===== src/rtl/id_ex_reg_if.sv =====
// ID/EX pipeline-register bus: ID-stage inputs, EX-stage copies, hazard and bubble-count outputs.
// The register itself uses the slave modport; the surrounding pipeline (or a bench) uses master.
interface id_ex_reg_if #(
  parameter int DATA_W = 32
);
  logic              stall;
  logic              flush;
  logic              id_valid;
  logic [1:0]        id_wb_ctrl;
  logic [1:0]        id_mem_ctrl;
  logic [3:0]        id_ex_ctrl;
  logic [DATA_W-1:0] id_rs_data;
  logic [DATA_W-1:0] id_rt_data;
  logic [DATA_W-1:0] id_imm;
  logic [4:0]        id_rs;
  logic [4:0]        id_rt;
  logic [4:0]        id_rd;

  logic              ex_valid;
  logic [1:0]        ex_wb_ctrl;
  logic [1:0]        ex_mem_ctrl;
  logic [3:0]        ex_ex_ctrl;
  logic [DATA_W-1:0] ex_rs_data;
  logic [DATA_W-1:0] ex_rt_data;
  logic [DATA_W-1:0] ex_imm;
  logic [4:0]        ex_rs;
  logic [4:0]        ex_rt;
  logic [4:0]        ex_rd;

  logic              lu_stall;
  logic [15:0]       bubble_cnt;

  modport slave (
    input  stall, flush, id_valid, id_wb_ctrl, id_mem_ctrl, id_ex_ctrl,
           id_rs_data, id_rt_data, id_imm, id_rs, id_rt, id_rd,
    output ex_valid, ex_wb_ctrl, ex_mem_ctrl, ex_ex_ctrl,
           ex_rs_data, ex_rt_data, ex_imm, ex_rs, ex_rt, ex_rd,
           lu_stall, bubble_cnt
  );

  modport master (
    output stall, flush, id_valid, id_wb_ctrl, id_mem_ctrl, id_ex_ctrl,
           id_rs_data, id_rt_data, id_imm, id_rs, id_rt, id_rd,
    input  ex_valid, ex_wb_ctrl, ex_mem_ctrl, ex_ex_ctrl,
           ex_rs_data, ex_rt_data, ex_imm, ex_rs, ex_rt, ex_rd,
           lu_stall, bubble_cnt
  );
endinterface


===== src/rtl/id_ex_reg.sv =====
// ID/EX pipeline register with load-use hazard detection and flush/stall/bubble handling.
// Optional feature macro IDEX_BUBBLE_CNT_EN enables the saturating bubble counter.
module id_ex_reg #(
  parameter int DATA_W = 32
) (
  input logic         clk,
  input logic         rst_n,
  id_ex_reg_if.slave  bus
);

  typedef struct packed {
    logic              valid;
    logic [1:0]        wb_ctrl;
    logic [1:0]        mem_ctrl;
    logic [3:0]        ex_ctrl;
    logic [DATA_W-1:0] rs_data;
    logic [DATA_W-1:0] rt_data;
    logic [DATA_W-1:0] imm;
    logic [4:0]        rs;
    logic [4:0]        rt;
    logic [4:0]        rd;
  } stage_t;

  stage_t stage_reg;
  stage_t stage_next;
  logic   lu_hazard;
  logic   load_bubble;

  // Load in EX whose destination feeds either ID source; $zero never creates a dependency.
  assign lu_hazard = rst_n & stage_reg.valid & stage_reg.mem_ctrl[1] & bus.id_valid
                   & (stage_reg.rt != 5'd0)
                   & ((stage_reg.rt == bus.id_rs) | (stage_reg.rt == bus.id_rt));

  assign load_bubble = lu_hazard | ~bus.id_valid;

  always_comb begin
    stage_next = stage_reg;
    if (bus.flush) begin
      stage_next = '0;
    end else if (!bus.stall) begin
      stage_next.rs_data = bus.id_rs_data;
      stage_next.rt_data = bus.id_rt_data;
      stage_next.imm     = bus.id_imm;
      stage_next.rs      = bus.id_rs;
      stage_next.rt      = bus.id_rt;
      stage_next.rd      = bus.id_rd;
      // Bubbles carry data fields but no control, so nothing downstream writes state.
      if (load_bubble) begin
        stage_next.valid    = 1'b0;
        stage_next.wb_ctrl  = 2'b00;
        stage_next.mem_ctrl = 2'b00;
        stage_next.ex_ctrl  = 4'b0000;
      end else begin
        stage_next.valid    = 1'b1;
        stage_next.wb_ctrl  = bus.id_wb_ctrl;
        stage_next.mem_ctrl = bus.id_mem_ctrl;
        stage_next.ex_ctrl  = bus.id_ex_ctrl;
      end
    end
  end

  always_ff @(posedge clk or negedge rst_n) begin
    if (!rst_n) begin
      stage_reg <= '0;
    end else begin
      stage_reg <= stage_next;
    end
  end

  assign bus.lu_stall    = lu_hazard;
  assign bus.ex_valid    = stage_reg.valid;
  assign bus.ex_wb_ctrl  = stage_reg.wb_ctrl;
  assign bus.ex_mem_ctrl = stage_reg.mem_ctrl;
  assign bus.ex_ex_ctrl  = stage_reg.ex_ctrl;
  assign bus.ex_rs_data  = stage_reg.rs_data;
  assign bus.ex_rt_data  = stage_reg.rt_data;
  assign bus.ex_imm      = stage_reg.imm;
  assign bus.ex_rs       = stage_reg.rs;
  assign bus.ex_rt       = stage_reg.rt;
  assign bus.ex_rd       = stage_reg.rd;

`ifdef IDEX_BUBBLE_CNT_EN
  logic        bubble_event;
  logic [15:0] cnt_reg;
  logic [15:0] cnt_next;

  assign bubble_event = bus.flush | (~bus.stall & load_bubble);

  always_comb begin
    cnt_next = cnt_reg;
    if (bubble_event && (cnt_reg != 16'hFFFF)) begin
      cnt_next = cnt_reg + 16'd1;
    end
  end

  always_ff @(posedge clk or negedge rst_n) begin
    if (!rst_n) begin
      cnt_reg <= 16'd0;
    end else begin
      cnt_reg <= cnt_next;
    end
  end

  assign bus.bubble_cnt = cnt_reg;
`else
  assign bus.bubble_cnt = 16'd0;
`endif

endmodule


===== src/flat_wrapper.sv =====
// flat-port wrapper written by rule: the top's interface ports become plain ports
module id_ex_reg_flat 
#(
  parameter int DATA_W = 32
)
  (clk, rst_n, bus_stall, bus_flush, bus_id_valid, bus_id_wb_ctrl, bus_id_mem_ctrl, bus_id_ex_ctrl, bus_id_rs_data, bus_id_rt_data, bus_id_imm, bus_id_rs, bus_id_rt, bus_id_rd, bus_ex_valid, bus_ex_wb_ctrl, bus_ex_mem_ctrl, bus_ex_ex_ctrl, bus_ex_rs_data, bus_ex_rt_data, bus_ex_imm, bus_ex_rs, bus_ex_rt, bus_ex_rd, bus_lu_stall, bus_bubble_cnt);
  id_ex_reg_if #(.DATA_W(DATA_W)) bus_i ();
  input logic clk;
  input logic rst_n;
  input wire logic [$bits(bus_i.stall)-1:0] bus_stall;
  input wire logic [$bits(bus_i.flush)-1:0] bus_flush;
  input wire logic [$bits(bus_i.id_valid)-1:0] bus_id_valid;
  input wire logic [$bits(bus_i.id_wb_ctrl)-1:0] bus_id_wb_ctrl;
  input wire logic [$bits(bus_i.id_mem_ctrl)-1:0] bus_id_mem_ctrl;
  input wire logic [$bits(bus_i.id_ex_ctrl)-1:0] bus_id_ex_ctrl;
  input wire logic [$bits(bus_i.id_rs_data)-1:0] bus_id_rs_data;
  input wire logic [$bits(bus_i.id_rt_data)-1:0] bus_id_rt_data;
  input wire logic [$bits(bus_i.id_imm)-1:0] bus_id_imm;
  input wire logic [$bits(bus_i.id_rs)-1:0] bus_id_rs;
  input wire logic [$bits(bus_i.id_rt)-1:0] bus_id_rt;
  input wire logic [$bits(bus_i.id_rd)-1:0] bus_id_rd;
  output wire logic [$bits(bus_i.ex_valid)-1:0] bus_ex_valid;
  output wire logic [$bits(bus_i.ex_wb_ctrl)-1:0] bus_ex_wb_ctrl;
  output wire logic [$bits(bus_i.ex_mem_ctrl)-1:0] bus_ex_mem_ctrl;
  output wire logic [$bits(bus_i.ex_ex_ctrl)-1:0] bus_ex_ex_ctrl;
  output wire logic [$bits(bus_i.ex_rs_data)-1:0] bus_ex_rs_data;
  output wire logic [$bits(bus_i.ex_rt_data)-1:0] bus_ex_rt_data;
  output wire logic [$bits(bus_i.ex_imm)-1:0] bus_ex_imm;
  output wire logic [$bits(bus_i.ex_rs)-1:0] bus_ex_rs;
  output wire logic [$bits(bus_i.ex_rt)-1:0] bus_ex_rt;
  output wire logic [$bits(bus_i.ex_rd)-1:0] bus_ex_rd;
  output wire logic [$bits(bus_i.lu_stall)-1:0] bus_lu_stall;
  output wire logic [$bits(bus_i.bubble_cnt)-1:0] bus_bubble_cnt;
  assign bus_i.stall = bus_stall;
  assign bus_i.flush = bus_flush;
  assign bus_i.id_valid = bus_id_valid;
  assign bus_i.id_wb_ctrl = bus_id_wb_ctrl;
  assign bus_i.id_mem_ctrl = bus_id_mem_ctrl;
  assign bus_i.id_ex_ctrl = bus_id_ex_ctrl;
  assign bus_i.id_rs_data = bus_id_rs_data;
  assign bus_i.id_rt_data = bus_id_rt_data;
  assign bus_i.id_imm = bus_id_imm;
  assign bus_i.id_rs = bus_id_rs;
  assign bus_i.id_rt = bus_id_rt;
  assign bus_i.id_rd = bus_id_rd;
  assign bus_ex_valid = bus_i.ex_valid;
  assign bus_ex_wb_ctrl = bus_i.ex_wb_ctrl;
  assign bus_ex_mem_ctrl = bus_i.ex_mem_ctrl;
  assign bus_ex_ex_ctrl = bus_i.ex_ex_ctrl;
  assign bus_ex_rs_data = bus_i.ex_rs_data;
  assign bus_ex_rt_data = bus_i.ex_rt_data;
  assign bus_ex_imm = bus_i.ex_imm;
  assign bus_ex_rs = bus_i.ex_rs;
  assign bus_ex_rt = bus_i.ex_rt;
  assign bus_ex_rd = bus_i.ex_rd;
  assign bus_lu_stall = bus_i.lu_stall;
  assign bus_bubble_cnt = bus_i.bubble_cnt;
  id_ex_reg #(.DATA_W(DATA_W)) u_core (.clk(clk), .rst_n(rst_n), .bus(bus_i));
endmodule

===== config.mk =====
export PLATFORM = sky130hd
export DESIGN_NAME = id_ex_reg_flat
export DESIGN_NICKNAME = d
export VERILOG_FILES = /design/src/rtl/id_ex_reg_if.sv /design/src/rtl/id_ex_reg.sv /design/src/flat_wrapper.sv
export SDC_FILE = /design/constraint.sdc
export NUM_CORES = 1
export LEC_CHECK = 0
export CAP_MARGIN = 30
export CELL_PAD_IN_SITES_DETAIL_PLACEMENT = 1
export CELL_PAD_IN_SITES_GLOBAL_PLACEMENT = 1
export CORE_ASPECT_RATIO = 0.7
export CORE_MARGIN = 3
export CORE_UTILIZATION = 32
export CTS_CLUSTER_DIAMETER = 150
export CTS_CLUSTER_SIZE = 14
export DETAILED_ROUTE_END_ITERATION = 12
export PLACE_DENSITY = 0.89
export SKIP_CTS_REPAIR_TIMING = 1
export SLEW_MARGIN = 20
export SYNTH_ARGS = -nofsm -noshare
export SYNTH_HDL_FRONTEND = slang
export SYNTH_SLANG_ARGS = --single-unit

===== constraint.sdc =====
create_clock -name clk -period 3.6 [get_ports clk]
set_input_delay 0.72 -clock clk [delete_from_list [all_inputs] [get_ports clk]]
set_output_delay 0.72 -clock clk [all_outputs]
set_load 0.005 [all_outputs]

==> results of run 1 <==
[through the flow]
stage	hold WS [ps]	util	area [sq um]	cells
after CTS	510	0.542	8210	870
after global routing	531	0.542	8210	870
final	507	0.542	8210	870
after floorplan	424	-	5160	441
after global placement	496	0.504	7630	841
after detailed placement	488	0.504	7630	841
[cell usage in the layout, fill, tap and decap left out, types with 2 or more instances in the layout]
| cell type | instances |
|---|---|
| a22o_1 | 8 |
| and3_1 | 7 |
| buf_4 | 5 |
| bufinv_16 | 2 |
| clkbuf_16 | 17 |
| clkbuf_8 | 4 |
| clkdlybuf4s50_1 | 241 |
| clkinv_2 | 3 |
| clkinvlp_4 | 3 |
| conb_1 | 16 |
| dfrtp_1 | 120 |
| mux2i_1 | 111 |
| nand3_1 | 2 |
| nor2_1 | 113 |
| nor3_2 | 2 |
| xnor2_1 | 6 |
| xor2_1 | 4 |
[worst max path at each step]
stage,startpoint,slack [ps],cells past startpoint,to
after CTS,bus_id_rs[0],360,7,bus_lu_stall
after global routing,bus_id_rt[2],300,7,bus_lu_stall
final,bus_id_rs[0],380,7,bus_lu_stall
after floorplan,bus_id_rs[4],1520,5,bus_lu_stall
after detailed placement,bus_id_rs[0],370,7,bus_lu_stall
after global placement,bus_id_rs[4],430,7,bus_lu_stall
[logic make-up (layout without fill, tap and decap cells)]
kind of cell / Yosys count / count (layout) / share of synthesized area
flip-flops: 120 / 120 / 0.589
AO/OA/AOI/OAI: 11 / 11 / 0.0206
XOR/XNOR: 10 / 10 / 0.0172
AND/OR/NAND/NOR: 129 / 129 / 0.104
buffers and inverters: 44 / 278 / 0.0510
multiplexers: 111 / 111 / 0.218
other: 1 / 16 / 0.000735
[Yosys cell counts]
| master | instances |
|---|---|
| conb_1 | 1 |
| xnor2_1 | 6 |
| clkbuf_1 | 12 |
| nor3b_1 | 1 |
| and3b_1 | 1 |
| a41o_1 | 1 |
| dfrtp_1 | 120 |
| a22o_1 | 8 |
| a21oi_2 | 1 |
| buf_1 | 1 |
| nor3_2 | 2 |
| buf_2 | 7 |
| buf_4 | 23 |
| o21ai_4 | 1 |
| nor2_1 | 113 |
| nor2b_1 | 1 |
| nand3_1 | 2 |
| nor3_1 | 1 |
| xor2_1 | 4 |
| and3_1 | 7 |
| mux2i_1 | 111 |
| inv_1 | 1 |
| nand4_1 | 1 |
[final cells by class]
type / instances / area, sq um
clock buffers: 21 / 480
clock inverters: 8 / 97.6
fillers: 1583 / 6930
inverters: 1 / 3.75
multi-input cells: 277 / 1900
flip-flops and latches: 120 / 3000
well taps: 195 / 244
repair buffers: 248 / 2480
[power groups by stage]
stage                     registers, W  logic, W  clock network (W)
final                          0.00147  0.000543            0.00165
after global routing           0.00148  0.000590            0.00176
after CTS                      0.00148  0.000553            0.00170
after detailed placement       0.00150  0.000550                  0
after global placement         0.00149  0.000530                  0
after floorplan                0.00149  0.000191                  0
[flip-flops by register name (all words and copies together) (netlist names)]
signal / flops
u_core.bus.ex_imm: 32
u_core.bus.ex_rs_data: 32
u_core.bus.ex_rt_data: 32
u_core.bus.ex_rd: 5
u_core.bus.ex_rs: 5
u_core.bus.ex_rt: 5
u_core.bus.ex_ex_ctrl: 4
u_core.bus.ex_mem_ctrl: 2
u_core.bus.ex_wb_ctrl: 2
u_core.bus.ex_valid: 1
[routing by layer]
metal / vias up / part of all wire / GRT usage
met3: 15 / 0.074 / 0.0591
li1: 1867 / - / -
met4: 0 / 0.011 / 0.0443
met5: - / 0 / 0
met2: 161 / 0.50 / 0.323
met1: 2029 / 0.42 / 0.229
==> Implementation_results.wiki, run 1 <==
{| class="wikitable"
! Metric !! Value
|-
| Run status || complete, no violations
|-
| Max capacitance violation total || 0
|-
| Post-synthesis area per instance || 12.0 sq um
|-
| Routed vias || 4072
|-
| Share of post-route cells with drive strength above 1 || 0.0593
|-
| HPWL after DPL || 12.3 mm
|-
| Largest stage delay on the critical path || 530 ps
|-
| Post-CTS clock slew at the launch and capture registers of the worst setup and hold paths || 60 ps
|-
| Aggregate negative setup slack || 0 ps
|-
| Mean number of vias per cell || 4.68
|-
| Sw power || 0.000842 W
|-
| DRC || 0
|-
| Clock insertion delay at the later pin of the skew report || 390 ps
|-
| Part of the total power dissipated in sequential elements || 0.402
|-
| Cell repeated most along the worst path || clkdlybuf4s50_1
|-
| Fraction of synthesized cell area taken by the top area cell type || 0.589
|-
| Fraction of power consumed by the clock network || 0.450
|-
| Achievable clock frequency || 311 MHz
|-
| Worst supply voltage drop on vdd || 277 uV
|-
| Count of inserted antenna diode cells || 0
|-
| Final worst setup slack || 380 ps
|-
| Leading area contributor after synthesis || dfrtp_1
|-
| Worst max-slew margin expressed relative to the limit || 0.448
|-
| Transition time at the pin with the least slew margin || 829 ps
|-
| Leading cell types by total area after synthesis || dfrtp_1 (59%), mux2i_1 (22%), nor2_1 (8.3%)
|-
| Number of cells traversed by the worst register-to-register path || 5
|-
| Combinational share of power || 0.148
|-
| Critical R2R Launch || u_core.bus.ex_rt[4]
|-
| Total power of the final layout || 0.00367 W
|-
| Critical path peak fanout || 10
|-
| Clock tree from TritonCTS || yes
|-
| Reg2Reg Capture Point || u_core.bus.ex_mem_ctrl[1]
|-
| Number of standard-cell rows in the floorplan || 37
|-
| Required time of the critical path || 2880 ps
|-
| Worst setup slack for register-to-register paths || 2040 ps
|-
| Gr ovfl total || 0
|-
| Syn. warnings || 0
|-
| Synth Instances || 426
|-
| Worst slack at placement || 365 ps
|-
| Post-synthesis cell area || 5100 sq um
|-
| Cell class contributing the biggest share of worst-path delay || buffers and inverters
|-
| CTS Buffer Depth || 2
|-
| Overall die height || 112 um
|-
| Crit-path slowest cell || clkdlybuf4s50_1
|-
| Time the final worst path needs with I/O delays and setup || 3220 ps
|-
| Maximum level of the CTS H-tree || 4
|-
| FF+latch count, synth || 120
|-
| Tcrit/Tclk final || 0.895
|-
| Static Leakage || 3.87 nW
|-
| Power density over cell area || 447 nW/um^2
|-
| Post-DRT Antenna Nets || 0
|-
| I/O pin cnt || 261
|-
| Largest net degree at the start of global routing || 73
|-
| Data arrival time of the worst path || 2500 ps
|-
| Weighted congestion at the end of routability-driven global placement || 0.822
|-
| Clock skew after layout || 5.14 ps
|-
| Critical path endpoint category || primary output
|-
| First-pass GRT wire length || 26.0 mm
|-
| Number of global-route vias before repair || 4647
|-
| Number of pins exceeding their max-slew limit in the final report || 0
|-
| Hold Crit Class || input pin to async pin
|-
| Sequential share of the synthesized area || 0.589
|-
| Worst-path cell chain || clkdlybuf4s50_1 > xnor2_1 > nand3_1 > nor3_2 > o21ai_4 > inv_1 > clkdlybuf4s50_1
|-
| Die Footprint || 17500 sq um
|-
| P&R area growth vs syn || 60.8%
|-
| Number of antenna violations at the first check in global routing || 0
|-
| Per-cell routed wire length || 18.8 um
|-
| Critical path buffers and inverters || 3
|-
| TritonCTS sink count || 120
|-
| Setup repair after global routing missed its margin || false
|-
| Total GRT Usage || 0.187
|-
| Internal power summed over all cells || 0.00283 W
|-
| Switching share of power || 0.229
|-
| Clock Tree Root || clkbuf_16
|-
| Final hold violation count || 0
|-
| CTS buffer count || 17
|-
| Placeable core region || 15100 sq um
|-
| Fin nets || 789
|-
| Buffers added on ports || 244
|-
| Startpoint kind of the worst setup timing path || input pin
|-
| Wirelength, routed || 16.4 mm
|-
| Type of the setup path with the least slack || input pin to primary output
|-
| Initial standard-cell utilization of the core || 0.337
|-
| Chip Width || 157 um
|-
| Cell variety after synth || 23
|-
| Endpoints failing setup || 0
|-
| Iteration-0 DRC count of the detailed router || 155
|-
| Total iterations of the first detailed-routing run || 5
|}
(Power assumes the default switching activity.)
==> inputs of run 2 (changes only) <==
CORE_UTILIZATION = 30   (was 32)
PLACE_DENSITY = 0.85   (was 0.89)
clock period = 3.69 ns   (was 3.6 ns; I/O delays follow)
==> run 2 against run 1 <==
Against the previous run: sequential share of layout area is 0.53 points lower; via count shrank 0.61%; first-iteration DRC count increased by 5.8%; worst setup slack gained 93 ps.
==> Implementation_results.wiki, run 2 (synthesized netlist as in run 1, its figures left out) <==
{| class="wikitable"
! Metric !! Value
|-
| P&R area growth vs syn || 63.2% (was 60.8%)
|-
| Achievable clock frequency || 311 MHz
|-
| HPWL after DPL || 11.8 mm (was 12.3 mm)
|-
| Per-cell routed wire length || 18.1 um (was 18.8 um)
|-
| Fin nets || 791 (was 789)
|-
| Setup repair after global routing missed its margin || false (unchanged)
|-
| Crit-path slowest cell || clkdlybuf4s50_1 (unchanged)
|-
| Maximum level of the CTS H-tree || 4 (unchanged)
|-
| Final worst setup slack || 473 ps (was 380 ps)
|-
| Post-route insts no fill || 905 (was 870)
|-
| Endpoints failing setup || 0 (unchanged)
|-
| Number of cells traversed by the worst register-to-register path || 5 (unchanged)
|-
| Post-CTS clock slew at the launch and capture registers of the worst setup and hold paths || 60 ps (about the same)
|-
| TritonCTS sink count || 120 (unchanged)
|-
| Die Footprint || 18600 sq um (was 17500 sq um)
|-
| CTS Buffer Depth || 2 (unchanged)
|-
| Number of pins exceeding their max-slew limit in the final report || 0 (unchanged)
|-
| Number of fillers in the final layout || 1760 (was 1583)
|-
| Total iterations of the first detailed-routing run || 4 (was 5)
|-
| Clock insertion delay at the later pin of the skew report || 400 ps (was 390 ps)
|-
| Placed Instances || 872 (was 841)
|-
| Number of standard-cell rows in the floorplan || 39 (was 37)
|-
| Gr ovfl total || 0 (unchanged)
|-
| Time the final worst path needs with I/O delays and setup || 3220 ps
|-
| Largest net degree at the start of global routing || 78 (was 73)
|-
| CTS buffer count || 17 (unchanged)
|-
| Count of inserted antenna diode cells || 0 (unchanged)
|-
| DRC || 0 (unchanged)
|-
| Required time of the critical path || 2950 ps (was 2880 ps)
|-
| Hold Crit Class || input pin to async pin (unchanged)
|-
| Most frequent cells in the layout || clkdlybuf4s50_1 (241), dfrtp_1 (120), nor2_1 (113) (unchanged)
|-
| Number of antenna violations at the first check in global routing || 0 (unchanged)
|-
| Max capacitance violation total || 0 (unchanged)
|-
| I/O pin cnt || 261 (unchanged)
|-
| Chip Width || 162 um (was 157 um)
|-
| Initial standard-cell utilization of the core || 0.309 (was 0.337)
|-
| Cell repeated most along the worst path || clkdlybuf4s50_1 (unchanged)
|-
| Worst-path cell chain || clkdlybuf4s50_1 > xnor2_1 > nand3_1 > nor3_2 > o21ai_4 > inv_1 > clkdlybuf4s50_1 (unchanged)
|-
| Final hold slack || 488 ps (was 507 ps)
|-
| Tcrit/Tclk final || 0.872
|-
| Placeable core region || 16500 sq um (was 15100 sq um)
|-
| Overall die height || 115 um (was 112 um)
|-
| Routed vias || 4047 (was 4072)
|-
| First-pass GRT wire length || 25.8 mm (was 26.0 mm)
|-
| Buffers added on ports || 244 (unchanged)
|-
| Total power of the final layout || 0.00370 W (was 0.00367 W)
|-
| Data arrival time of the worst path || 2480 ps (was 2500 ps)
|-
| Post-DRT Antenna Nets || 0 (unchanged)
|-
| Worst max-slew margin expressed relative to the limit || 0.446 (was 0.448)
|-
| Worst supply voltage drop on vdd || 248 uV (was 277 uV)
|-
| Type of the setup path with the least slack || input pin to primary output (unchanged)
|-
| Clock skew after layout || 5.07 ps (was 5.14 ps)
|-
| Share of post-route cells with drive strength above 1 || 0.0647 (was 0.0593)
|-
| Number of global-route vias before repair || 4662 (was 4647)
|-
| Total GRT Usage || 0.177 (was 0.187)
|-
| Transition time at the pin with the least slew margin || 832 ps (was 829 ps)
|-
| Clock tree from TritonCTS || yes (unchanged)
|-
| Mean number of vias per cell || 4.47 (was 4.68)
|-
| Critical path endpoint category || primary output (unchanged)
|-
| Power density over cell area || 444 nW/um^2 (was 447 nW/um^2)
|-
| Multi-input combinational cell area || 1900 sq um (unchanged)
|-
| Largest stage delay on the critical path || 520 ps (was 530 ps)
|-
| Sequential cell area || 3000 sq um (unchanged)
|-
| Final hold violation count || 0 (unchanged)
|-
| Aggregate negative setup slack || 0 ps (unchanged)
|-
| Most common library cell in the layout ignoring fill and taps || clkdlybuf4s50_1 (unchanged)
|-
| Clock Tree Root || clkbuf_16 (unchanged)
|-
| Weighted congestion at the end of routability-driven global placement || 0.806 (was 0.822)
|-
| Run status || complete, no violations (unchanged)
|-
| Iteration-0 DRC count of the detailed router || 164 (was 155)
|-
| Static Leakage || 3.90 nW (was 3.87 nW)
|-
| Wirelength, routed || 16.4 mm (about the same)
|-
| Critical path peak fanout || 10 (unchanged)
|-
| Startpoint kind of the worst setup timing path || input pin (unchanged)
|-
| Worst slack at placement || 455 ps (was 365 ps)
|}
[run 2: changes by cell type in the layout (fill, tap and decap cells not counted)]
cell        previous run  this run
buf_16                 0         1
buf_4                  5         6
bufinv_16              2         3
clkbuf_1               0         1
clkinv_2               3         1
clkinvlp_4             3         5
inv_6                  0         1
[run 2: area by class of cell]
cell class / count / area share
timing repair buffer: 250 / 0.302
inverter: 1 / 0.000451
sequential: 120 / 0.361
multi-input combinational: 277 / 0.228
clock buffer: 22 / 0.0582
clock inverter: 10 / 0.0170
tap: 225 / 0.0338
[run 2: through the flow]
step                      instance area, sq um   util
after floorplan                           5160      -
after global placement                    7670  0.465
after detailed placement                  7670  0.465
after CTS                                 8300  0.503
after global routing                      8330  0.505
final                                     8330  0.505
[run 2: worst max-delay path: cells and delay by family]
kind | cells | cell delay, ps
xor gates and xnor gates | 1 | 130
and+or+nand+nor | 2 | 380
AOI/OAI and AO/OA | 1 | 140
buffers and inverters | 3 | 1080
[run 2: report_power, final]
group,leakage (nW),switching (W),internal (W)
registers,1.60,0.0000492,0.00139
clock network,0.291,0.000592,0.00114
logic,2.02,0.000211,0.000323
total,3.90,0.000852,0.00285
[run 2: path summary, 6_finish.rpt]
path / from / to / slack, ps
min in group clk: u_core.bus.ex_wb_ctrl[0] / u_core.bus.ex_wb_ctrl[0] / 510
hold / removal: rst_n / u_core.bus.ex_rs_data[17] / 490
setup / recovery: bus_id_rs[0] / bus_lu_stall / 470
setup reg to reg: u_core.bus.ex_rt[4] / u_core.bus.ex_mem_ctrl[1] / 2160
max in group asynchronous: rst_n / u_core.bus.ex_rs_data[11] / 2110
hold reg to reg: u_core.bus.ex_wb_ctrl[0] / u_core.bus.ex_wb_ctrl[0] / 510
[run 2: per-layer routing]
layer | track usage | part of all wire | wire [um] | vias to the layer above
li1 | - | - | - | 1873
met1 | 0.228 | 0.44 | 7260 | 1994
met2 | 0.278 | 0.46 | 7590 | 168
met3 | 0.0763 | 0.086 | 1420 | 12
met4 | 0.0426 | 0.0083 | 136 | 0
met5 | 0 | 0 | 0 | -
